<file path="config.mk">
export PLATFORM = sky130hd
export DESIGN_NAME = output_drain_flat
export DESIGN_NICKNAME = d
export VERILOG_FILES = /design/src/rtl/output_drain_pkg.sv /design/src/rtl/output_drain_if.sv /design/src/rtl/output_drain_fifo.sv /design/src/rtl/output_drain.sv /design/src/flat_wrapper.sv
export SDC_FILE = /design/constraint.sdc
export NUM_CORES = 2
export LEC_CHECK = 0
export CAP_MARGIN = 20
export CORE_MARGIN = 8
export CORE_UTILIZATION = 45
export CTS_CLUSTER_SIZE = 40
export DETAILED_ROUTE_END_ITERATION = 8
export PLACE_DENSITY = 0.64
export SYNTH_ARGS = -nofsm -noshare
export SYNTH_HDL_FRONTEND = slang
export SYNTH_SLANG_ARGS = --single-unit
export TNS_END_PERCENT = 5
</file>
<file path="constraint.sdc">
create_clock -name clk -period 7.9 [get_ports clk]
set_clock_uncertainty 0.2 [all_clocks]
set_input_delay 0.79 -clock clk [delete_from_list [all_inputs] [get_ports clk]]
set_output_delay 0.79 -clock clk [all_outputs]
set_load 0.02 [all_outputs]
</file>
<file path="src/rtl/output_drain_pkg.sv">
// Shared types for the output drain: run-state encoding and the stored FIFO entry.
package drain_pkg;

    localparam int DATA_W  = 32;
    localparam int COORD_W = 32;

    typedef enum logic [1:0] {
        IDLE = 2'd0,
        RUN  = 2'd1,
        DONE = 2'd2
    } drain_state_t;

    typedef struct packed {
        logic [DATA_W-1:0]  data;
        logic [COORD_W-1:0] x;
        logic [COORD_W-1:0] y;
        logic [COORD_W-1:0] ch;
    } drain_entry_t;

endpackage

</file>
<file path="src/rtl/output_drain_if.sv">
// Result input strobe and host-facing output stream of the output drain.
// in_valid is a one-cycle strobe with no back-pressure; out_* is valid/ready:
// a transfer happens on a rising edge with out_valid && out_ready, and the
// head entry holds steady while out_valid is high and out_ready is low.
interface output_drain_if #(
    parameter int DATA_WIDTH = 32
);
    logic                  in_valid;
    logic [DATA_WIDTH-1:0] in_data;
    logic [31:0]           in_x;
    logic [31:0]           in_y;
    logic [31:0]           in_ch;
    logic                  out_valid;
    logic                  out_ready;
    logic [DATA_WIDTH-1:0] out_data;
    logic [31:0]           out_x;
    logic [31:0]           out_y;
    logic [31:0]           out_ch;

    modport slave (
        input  in_valid, in_data, in_x, in_y, in_ch, out_ready,
        output out_valid, out_data, out_x, out_y, out_ch
    );

    modport master (
        output in_valid, in_data, in_x, in_y, in_ch, out_ready,
        input  out_valid, out_data, out_x, out_y, out_ch
    );
endinterface

</file>
<file path="src/rtl/output_drain_fifo.sv">
// Synchronous FIFO with zeroed storage on reset and a synchronous clear.
// The caller guarantees push only when not full or when popping in the same cycle.
module sync_fifo #(
    parameter int WIDTH = 32,
    parameter int DEPTH = 8,
    localparam int AW = $clog2(DEPTH),
    localparam int CW = AW + 1
) (
    input  logic             clk,
    input  logic             arst_n,
    input  logic             i_clear,
    input  logic             i_push,
    input  logic             i_pop,
    input  logic [WIDTH-1:0] i_wdata,
    output logic [WIDTH-1:0] o_rdata,
    output logic             o_full,
    output logic             o_empty,
    output logic [CW-1:0]    o_count
);
    logic [WIDTH-1:0] r_mem [DEPTH];
    logic [AW-1:0]    r_wr_ptr;
    logic [AW-1:0]    r_rd_ptr;
    logic [CW-1:0]    r_count;

    always_ff @(posedge clk or negedge arst_n) begin
        if (!arst_n) begin
            for (int i = 0; i < DEPTH; i++) begin
                r_mem[i] <= '0;
            end
            r_wr_ptr <= '0;
            r_rd_ptr <= '0;
            r_count  <= '0;
        end else if (i_clear) begin
            r_wr_ptr <= '0;
            r_rd_ptr <= '0;
            r_count  <= '0;
        end else begin
            if (i_push) begin
                r_mem[r_wr_ptr] <= i_wdata;
                r_wr_ptr        <= r_wr_ptr + AW'(1);
            end
            if (i_pop) begin
                r_rd_ptr <= r_rd_ptr + AW'(1);
            end
            case ({i_push, i_pop})
                2'b10:   r_count <= r_count + CW'(1);
                2'b01:   r_count <= r_count - CW'(1);
                default: r_count <= r_count;
            endcase
        end
    end

    assign o_rdata = r_mem[r_rd_ptr];
    assign o_full  = (r_count == CW'(DEPTH));
    assign o_empty = (r_count == '0);
    assign o_count = r_count;
endmodule

</file>
<file path="src/rtl/output_drain.sv">
// Captures finished output pixels into a FIFO, streams them to the host,
// checks x/y/ch_out loop order and flags completion once every result is drained.
module output_drain
    import drain_pkg::*;
#(
    parameter int DATA_WIDTH         = DATA_W,
    parameter int FIFO_DEPTH         = 8,
    parameter int AF_MARGIN          = 6,
    parameter int FEATURE_MAP_WIDTH  = 1024,
    parameter int FEATURE_MAP_HEIGHT = 1024,
    parameter int OUTPUT_NB_CHANNELS = 64,
    localparam int CNT_W = $clog2(FIFO_DEPTH) + 1
) (
    input  logic               clk,
    input  logic               arst_n_in,
    input  logic               start,
    output_drain_if.slave      bus,
    output logic               almost_full,
    output logic               overflow,
    output logic               order_error,
    output logic               results_done,
    output logic [CNT_W-1:0]   fifo_count,
    output drain_state_t       o_state
);
    localparam logic [31:0] TOTAL = 32'(FEATURE_MAP_WIDTH * FEATURE_MAP_HEIGHT * OUTPUT_NB_CHANNELS);
    localparam logic [31:0] X_LAST  = 32'(FEATURE_MAP_WIDTH - 1);
    localparam logic [31:0] Y_LAST  = 32'(FEATURE_MAP_HEIGHT - 1);
    localparam logic [31:0] CH_LAST = 32'(OUTPUT_NB_CHANNELS - 1);
    localparam logic [CNT_W-1:0] AF_THRESH = CNT_W'(FIFO_DEPTH - AF_MARGIN);

    drain_state_t     r_state;
    logic [31:0]      r_ex, r_ey, r_ech;
    logic [31:0]      r_drained;
    logic             r_almost_full, r_overflow, r_order_error, r_results_done;

    drain_entry_t     w_wr_entry, w_rd_entry;
    logic             w_full, w_empty, w_push, w_pop, w_drop, w_order_bad;
    logic [CNT_W-1:0] w_count, w_count_next;

    // start discards any same-cycle push or pop
    assign w_pop  = !start && !w_empty && bus.out_ready;
    assign w_push = !start && bus.in_valid && (r_state == RUN) && (!w_full || w_pop);
    assign w_drop = !start && bus.in_valid &&
                    (((r_state == RUN) && w_full && !w_pop) || (r_state == DONE));
    assign w_order_bad = (bus.in_x != r_ex) || (bus.in_y != r_ey) || (bus.in_ch != r_ech);

    always_comb begin
        w_count_next = w_count;
        case ({w_push, w_pop})
            2'b10:   w_count_next = w_count + CNT_W'(1);
            2'b01:   w_count_next = w_count - CNT_W'(1);
            default: w_count_next = w_count;
        endcase
    end

    assign w_wr_entry.data = bus.in_data;
    assign w_wr_entry.x    = bus.in_x;
    assign w_wr_entry.y    = bus.in_y;
    assign w_wr_entry.ch   = bus.in_ch;

    sync_fifo #(
        .WIDTH ($bits(drain_entry_t)),
        .DEPTH (FIFO_DEPTH)
    ) u_fifo (
        .clk     (clk),
        .arst_n  (arst_n_in),
        .i_clear (start),
        .i_push  (w_push),
        .i_pop   (w_pop),
        .i_wdata (w_wr_entry),
        .o_rdata (w_rd_entry),
        .o_full  (w_full),
        .o_empty (w_empty),
        .o_count (w_count)
    );

    always_ff @(posedge clk or negedge arst_n_in) begin
        if (!arst_n_in) begin
            r_state        <= IDLE;
            r_ex           <= '0;
            r_ey           <= '0;
            r_ech          <= '0;
            r_drained      <= '0;
            r_almost_full  <= 1'b0;
            r_overflow     <= 1'b0;
            r_order_error  <= 1'b0;
            r_results_done <= 1'b0;
        end else if (start) begin
            r_state        <= RUN;
            r_ex           <= '0;
            r_ey           <= '0;
            r_ech          <= '0;
            r_drained      <= '0;
            r_almost_full  <= 1'b0;
            r_overflow     <= 1'b0;
            r_order_error  <= 1'b0;
            r_results_done <= 1'b0;
        end else begin
            r_almost_full <= (w_count_next >= AF_THRESH);
            if (w_drop) begin
                r_overflow <= 1'b1;
            end
            if (w_push) begin
                if (w_order_bad) begin
                    r_order_error <= 1'b1;
                end
                // ch_out fastest, then y, then x
                if (r_ech == CH_LAST) begin
                    r_ech <= '0;
                    if (r_ey == Y_LAST) begin
                        r_ey <= '0;
                        r_ex <= (r_ex == X_LAST) ? '0 : r_ex + 32'd1;
                    end else begin
                        r_ey <= r_ey + 32'd1;
                    end
                end else begin
                    r_ech <= r_ech + 32'd1;
                end
            end
            if (w_pop) begin
                r_drained <= r_drained + 32'd1;
                if ((r_state == RUN) && (r_drained + 32'd1 == TOTAL)) begin
                    r_state        <= DONE;
                    r_results_done <= 1'b1;
                end
            end
        end
    end

    assign bus.out_valid = !w_empty;
    assign bus.out_data  = w_rd_entry.data;
    assign bus.out_x     = w_rd_entry.x;
    assign bus.out_y     = w_rd_entry.y;
    assign bus.out_ch    = w_rd_entry.ch;
    assign almost_full   = r_almost_full;
    assign overflow      = r_overflow;
    assign order_error   = r_order_error;
    assign results_done  = r_results_done;
    assign fifo_count    = w_count;
    assign o_state       = r_state;
endmodule

</file>
<file path="src/flat_wrapper.sv">
// flat-port wrapper written by rule: the top's interface ports become plain ports
module output_drain_flat import drain_pkg::*;
#(
    parameter int DATA_WIDTH         = DATA_W,
    parameter int FIFO_DEPTH         = 8,
    parameter int AF_MARGIN          = 6,
    parameter int FEATURE_MAP_WIDTH  = 1024,
    parameter int FEATURE_MAP_HEIGHT = 1024,
    parameter int OUTPUT_NB_CHANNELS = 64,
    localparam int CNT_W = $clog2(FIFO_DEPTH) + 1
)
  (clk, arst_n_in, start, almost_full, overflow, order_error, results_done, fifo_count, o_state, bus_in_valid, bus_in_data, bus_in_x, bus_in_y, bus_in_ch, bus_out_ready, bus_out_valid, bus_out_data, bus_out_x, bus_out_y, bus_out_ch);
  output_drain_if #(.DATA_WIDTH(DATA_WIDTH)) bus_i ();
  input  logic clk;
  input  logic arst_n_in;
  input  logic start;
  output logic almost_full;
  output logic overflow;
  output logic order_error;
  output logic results_done;
  output logic [CNT_W-1:0] fifo_count;
  output drain_state_t o_state;
  input wire logic [$bits(bus_i.in_valid)-1:0] bus_in_valid;
  input wire logic [$bits(bus_i.in_data)-1:0] bus_in_data;
  input wire logic [$bits(bus_i.in_x)-1:0] bus_in_x;
  input wire logic [$bits(bus_i.in_y)-1:0] bus_in_y;
  input wire logic [$bits(bus_i.in_ch)-1:0] bus_in_ch;
  input wire logic [$bits(bus_i.out_ready)-1:0] bus_out_ready;
  output wire logic [$bits(bus_i.out_valid)-1:0] bus_out_valid;
  output wire logic [$bits(bus_i.out_data)-1:0] bus_out_data;
  output wire logic [$bits(bus_i.out_x)-1:0] bus_out_x;
  output wire logic [$bits(bus_i.out_y)-1:0] bus_out_y;
  output wire logic [$bits(bus_i.out_ch)-1:0] bus_out_ch;
  assign bus_i.in_valid = bus_in_valid;
  assign bus_i.in_data = bus_in_data;
  assign bus_i.in_x = bus_in_x;
  assign bus_i.in_y = bus_in_y;
  assign bus_i.in_ch = bus_in_ch;
  assign bus_i.out_ready = bus_out_ready;
  assign bus_out_valid = bus_i.out_valid;
  assign bus_out_data = bus_i.out_data;
  assign bus_out_x = bus_i.out_x;
  assign bus_out_y = bus_i.out_y;
  assign bus_out_ch = bus_i.out_ch;
  output_drain #(.DATA_WIDTH(DATA_WIDTH), .FIFO_DEPTH(FIFO_DEPTH), .AF_MARGIN(AF_MARGIN), .FEATURE_MAP_WIDTH(FEATURE_MAP_WIDTH), .FEATURE_MAP_HEIGHT(FEATURE_MAP_HEIGHT), .OUTPUT_NB_CHANNELS(OUTPUT_NB_CHANNELS)) u_core (.clk(clk), .arst_n_in(arst_n_in), .start(start), .bus(bus_i), .almost_full(almost_full), .overflow(overflow), .order_error(order_error), .results_done(results_done), .fifo_count(fifo_count), .o_state(o_state));
endmodule
</file>
# [After elaboration in Yosys (flattened, before gate mapping)]
# Index checks and enable logic that the tools add are counted.
[word_totals] register_bits=1168 latchBits=0 ram_bits=0 romBits=0 n_memories=0
[classes] add_sub_neg=8 n_mul=0 n_div=0 order_cmp=4 eq_ne=12 n_shift=0 mux=38 n_bitwise=3 reduce_logical=31
[ops] operator="1024-bit bitwise mux" n=1
[ops] operator="32-bit 2-to-1 mux" n=14
[ops] operator="128-bit binary-select mux with 3-bit select" n=1
[ops] operator="128-bit demux with 3-bit select" n=1
[ops] operator="128-bit 2-to-1 mux" n=3
[ops] operator="32-bit by 1-bit adder with 32-bit output, second input constant" n=4
[ops] operator="32-bit inequality test" n=3
[ops] operator="32-bit by 10-bit equality test with 1-bit output, second input constant" n=2
[ops] operator="32-bit by 27-bit equality test with 1-bit output, second input constant" n=1
[ops] operator="32-bit by 6-bit equality test with 1-bit output, second input constant" n=1
[ops] operator="2-bit nonzero test" n=7
[ops] operator="3-bit 2-to-1 mux" n=4
[ops] operator="1-bit logical AND" n=10
[ops] operator="1-bit 2-to-1 mux" n=9
[ops] operator="4-bit greater-or-equal comparator, second input constant" n=2
[ops] operator="3-bit inverter with 4-bit output" n=2
[ops] operator="4-bit case mux with 2 select lines" n=1
[ops] operator="2-bit AND reduction" n=4
[ops] operator="3-bit by 1-bit adder with 3-bit output, second input constant" n=2
[ops] operator="2-bit 2-to-1 mux" n=3
[ops] operator="4-bit by 1-bit adder with 4-bit output, second input constant" n=1
[ops] operator="2-bit by 1-bit equality test with 1-bit output, second input constant" n=2
[ops] operator="2-bit equality test, second input constant" n=2
[ops] operator="4-bit equality test, second input constant" n=1
[ops] operator="other kinds (9)" n=15

# [Logic depth before layout (Yosys ltp)]
[depth] depth_word=10 ltp_mapped=10

# [Hierarchy]
# A second synthesis with hierarchy kept.
[hier_totals] hier_cells=3699 area_unflattened_um2=54747.5
[by_module_without_submodules] module="sync_fifo" n_inst=1 cells_each=2690 area_each_um2=46091.7
[by_module_without_submodules] module="output_drain" n_inst=1 cells_each=1009 area_each_um2=8655.8

# [Worst setup path before layout]
# OpenSTA, ideal clock, no wires.
[synth_path] path_kind="register to output" start="register u_core.u_fifo.r_rd_ptr[0]" end="output port bus_out_data[0]" arrival_ps=2398 path_slack_ps=4512 path_stages_with_launch=6 path_buffers=3 path_cell_list="dfrtp_1 -> clkbuf_1 -> buf_1 -> buf_1 -> mux4_2 -> mux2_2"
[synth_via] elab_chain_cells=4
[synth_rtl] element="from (decl)" line_no="output_drain_fifo.sv:22" source="logic [AW-1:0] r_rd_ptr;"
[synth_rtl] element="from (signal assigned)" line_no="output_drain_fifo.sv:43" source="r_rd_ptr <= r_rd_ptr + AW'(1);"
[synth_rtl] element="3-bit inverter with 4-bit output (not written as such)" line_no="output_drain_fifo.sv:53" source="assign o_rdata = r_mem[r_rd_ptr];"
[synth_rtl] element="128-bit binary-select mux with 3-bit select" line_no="output_drain_fifo.sv:53"
[synth_rtl] element="128-bit 2-to-1 mux (not written as such) (2 in series)" line_no="output_drain_fifo.sv:53"
[synth_rtl] element="to (decl)" line_no="flat_wrapper.sv:30" source="output wire logic [$bits(bus_i.out_data)-1:0] bus_out_data;"
# No other way between the ends. The select of a mux whose other input is x is not followed.

# [Worst setup path after layout]
[layout_path] start="register u_core.u_fifo.r_rd_ptr[0]" end="output port bus_out_y[30]"
[layout_via] elab_chain_cells=4
[layout_rtl] element="3-bit inverter with 4-bit output (not written as such)" line_no="output_drain_fifo.sv:53"
[layout_rtl] element="128-bit binary-select mux with 3-bit select" line_no="output_drain_fifo.sv:53"
[layout_rtl] element="128-bit 2-to-1 mux (not written as such) (2 in series)" line_no="output_drain_fifo.sv:53"
[layout_rtl] element="to (decl)" line_no="flat_wrapper.sv:32" source="output wire logic [$bits(bus_i.out_y)-1:0] bus_out_y;"
# No other way between the ends. The select of a mux whose other input is x is not followed.

==> impl_metrics.py <==
metrics = {
    "clock_network": {
        "cts.sinks": 1167,
        "cts_max_level": 4,
        "cts_tree": "done",
        "ctsResizeCount": 0,
        "cts_root_buf": "clkbuf_16",
        "path_clk_slew_ns": 0.06,
        "clk_latency_ns": 0.73,
        "cts_buffers": 130,
        "clockBufferDepth": 3,
        "cts_setup_buffers": 0,
    },
    "logic_synthesis": {
        "synth.area.mux_share_pct": 33.8,
        "synth_area_mm2": 0.0549,
        "synth_top_area_share_pct": 53.2,
        "synth_fa_ha_area_share_pct": 0.242,
        "synth_common_cells": "dfrtp_1, mux2_2, mux4_2, clkbuf_1",
        "synth_compound_area_share_pct": 2.63,
        "yosys_warnings": 0,
        "synth_cell_types": 69,
        "syn-mean-instance-area_um2": 14.2,
        "yosys.area_share.simple_pct": 4.98,
        "syn_nets": 3996,
        "synth_most_common_cell": "dfrtp_1",
        "ys_seq_area_share_pct": 53.2,
        "synthCells": 3853,
        "ys_ff_latch": 1167,
        "synth_top_family_by_area": "multiplexers",
        "yosysTopAreaCell": "dfrtp_1",
        "synth_xor_area_share_pct": 2.47,
        "async_flop_share_pct": 100,
        "synth.area.top_cells": "dfrtp_1, mux2_2, mux4_2, clkbuf_1, xnor2_1",
        "synth-main-ff-cell": "dfrtp_1",
        "synth_edf_count": 0,
    },
    "power": {
        "p_seq_share_pct": 42.4,
        "power_w": 0.0166,
        "powerDensity_mw_per_mm2": 263,
        "p_sw_share_pct": 26.8,
        "intPower_w": 0.0121,
        "power_switching_w": 0.00445,
        "power.leakage_nw": 27.9,
        "combinationalPowerShare_pct": 21.3,
        "p_clk_share_pct": 36.3,
        "peakVddDrop_uv": 223,
    },
    "die": {
        "initial_core_util_pct": 45.2,
        "core_mm2": 0.121,
        "die_area_mm2": 0.133,
        "die_x_um": 365,
        "io_pins": 272,
        "placementRows": 128,
        "die_y_um": 365,
    },
    "sta": {
        "finalCriticalPeriod_ns": 5.14,
        "slew_viol_final": 0,
        "fmax_ghz": 0.195,
        "fin_crit_sh_pct": 65.0,
        "hold_viol_final": 0,
        "setup_viol": 0,
        "fin_tns_setup_ns": 0,
        "worstMarginPinSlew_ns": 1.13,
        "slew_headroom_pct": 24.8,
        "grt_setup_unrepaired": "no",
    },
    "global_routing": {
        "use_met1_pct": 29.0,
        "first_global_vias": 34795,
        "grt_use_total_pct": 21.0,
        "grt-busiest-layer": "met2",
        "grt_start_max_net_pins": 173,
        "grt_first_pass_wirelength_um": 217000,
        "met3_usage_pct": 5.99,
        "antenna_found_initial": 35,
        "overflow": 0,
        "use_met2_pct": 32.6,
    },
    "flow_run": {
        "cap_violations": 0,
    },
    "route": {
        "drt-total-wl_um": 139000,
        "wl_per_cell_um": 24.4,
        "drtPass1Iterations": 5,
        "postRouteAntennaNets": 0,
        "num_vias": 32973,
        "routed_via_density": 5.79,
        "drcViolationCount": 0,
        "drtIter0Drc": 2122,
    },
    "run_status": {
        "status": "complete, no violations",
    },
    "setup_path": {
        "worstSetupEndpointType": "primary output",
        "cp_max_fo": 105,
        "crit_type": "flop to primary output",
        "worstPathArrival_ns": 4.15,
        "required_ns": 6.91,
        "crit_path_start_kind": "flop",
    },
    "cells_and_area": {
        "drive_gt1_share_pct": 40.7,
        "fillers": 10272,
        "final_nets": 4100,
        "fin_cells": 5695,
        "area_growth_pct": 15.0,
    },
    "placed_design": {
        "place_congestion": 0.846,
        "post-place-cells": 5449,
        "port_buffers": 271,
        "hpwl_um": 83600,
    },
    "hold_path": {
        "hp-class": "flop to flop",
    },
}
logic make-up after synthesis:
logic type,count (synthesis)
AO/OA/AOI/OAI,227
XOR/XNOR,155
adder cells (fa/ha/maj),10
buffers and inverters,371
flip-flops,1167
multiplexers,1393
AND/OR/NAND/NOR,530
state kept, by name, summed over array words and instances, names as in the netlist:
register	cells
u_core.order_error	1
u_core.u_fifo.r_rd_ptr	3
u_core.r_ech	32
u_core.r_ey	32
u_core.u_fifo.r_mem	1024
u_core.overflow	1
u_core.u_fifo.o_count	4
u_core.r_ex	32
u_core.r_drained	32
u_core.u_fifo.r_wr_ptr	3
u_core.results_done	1
u_core.o_state	1
u_core.almost_full	1
per-stage QoR:
stage	setup WS, ns	utilization [%]	instance area (um2)	hold slack, ns
after global routing	2.52	52.0	63100	0.304
after floorplan	4.51	-	54900	0.245
final	2.76	52.0	63100	0.278
after detailed placement	3.37	48.5	58900	0.268
after global placement	3.43	48.5	58900	0.260
after CTS	2.64	52.0	63100	0.281
timing repair:
action	4_1_cts	5_1_grt
setup endpoints to repair	0	0
hold endpoints to repair	92	0
hold buffers	1	0
power groups by stage:
stage	clock (W)	sequential [W]	combinational, W
3_5_place_dp	0	0.00714	0.00361
6_report	0.00602	0.00704	0.00353
2_1_floorplan	0	0.00698	0.00233
4_1_cts	0.00619	0.00704	0.00363
5_1_grt	0.00643	0.00713	0.00381
3_3_place_gp	0	0.00712	0.00357
per-layer routing:
metal,routed length (um),share of wire (%)
met4,3550,2.5
met1,61400,44
met3,9990,7.2
met2,64100,46
met5,159,0.11
worst paths after layout:
kind                                                 from                       end  slack (ns)  depth (start not counted)
worst max-delay path            u_core.u_fifo.r_rd_ptr[0]             bus_out_y[30]        2.76                          4
worst min-delay path             u_core.u_fifo.r_mem[137]  u_core.u_fifo.r_mem[137]        0.28                          2
worst max register to register   u_core.u_fifo.o_count[0]  u_core.u_fifo.r_mem[480]        4.06                          6
worst min register to register   u_core.u_fifo.r_mem[137]  u_core.u_fifo.r_mem[137]        0.28                          2
max in group asynchronous                       arst_n_in  u_core.u_fifo.r_mem[825]        4.95                          4
min in group asynchronous                       arst_n_in  u_core.u_fifo.r_mem[801]        0.53                          2
critical path, stage by stage (launching register included):
cell and delay, ns:
dfrtp_4 0.95, buf_12 0.58, mux4_2 0.61, mux2_2 0.32, clkdlybuf4s50_1 0.56
final cells by class:
cell class / count / area, um2 / area share (%)
timing repair buffer: 316 / 3240 / 5.13
antenna: 19 / 47.5 / 0.0753
tap: 1625 / 2030 / 3.22
multi-input combinational: 2315 / 24300 / 38.4
clock buffer: 180 / 3640 / 5.77
clock inverter: 46 / 581 / 0.920
sequential: 1167 / 29200 / 46.3
inverter: 27 / 101 / 0.161
cells in the final DEF (no fill, tap or decap), types with 85 or more instances in the layout:
cell	count
xnor2_1	95
clkbuf_16	132
nor2_1	113
nand2_1	113
clkdlybuf4s50_1	269
mux4_2	256
mux2_2	1129
dfrtp_1	1164
o21ai_0	85
(Power assumes the default switching activity.)
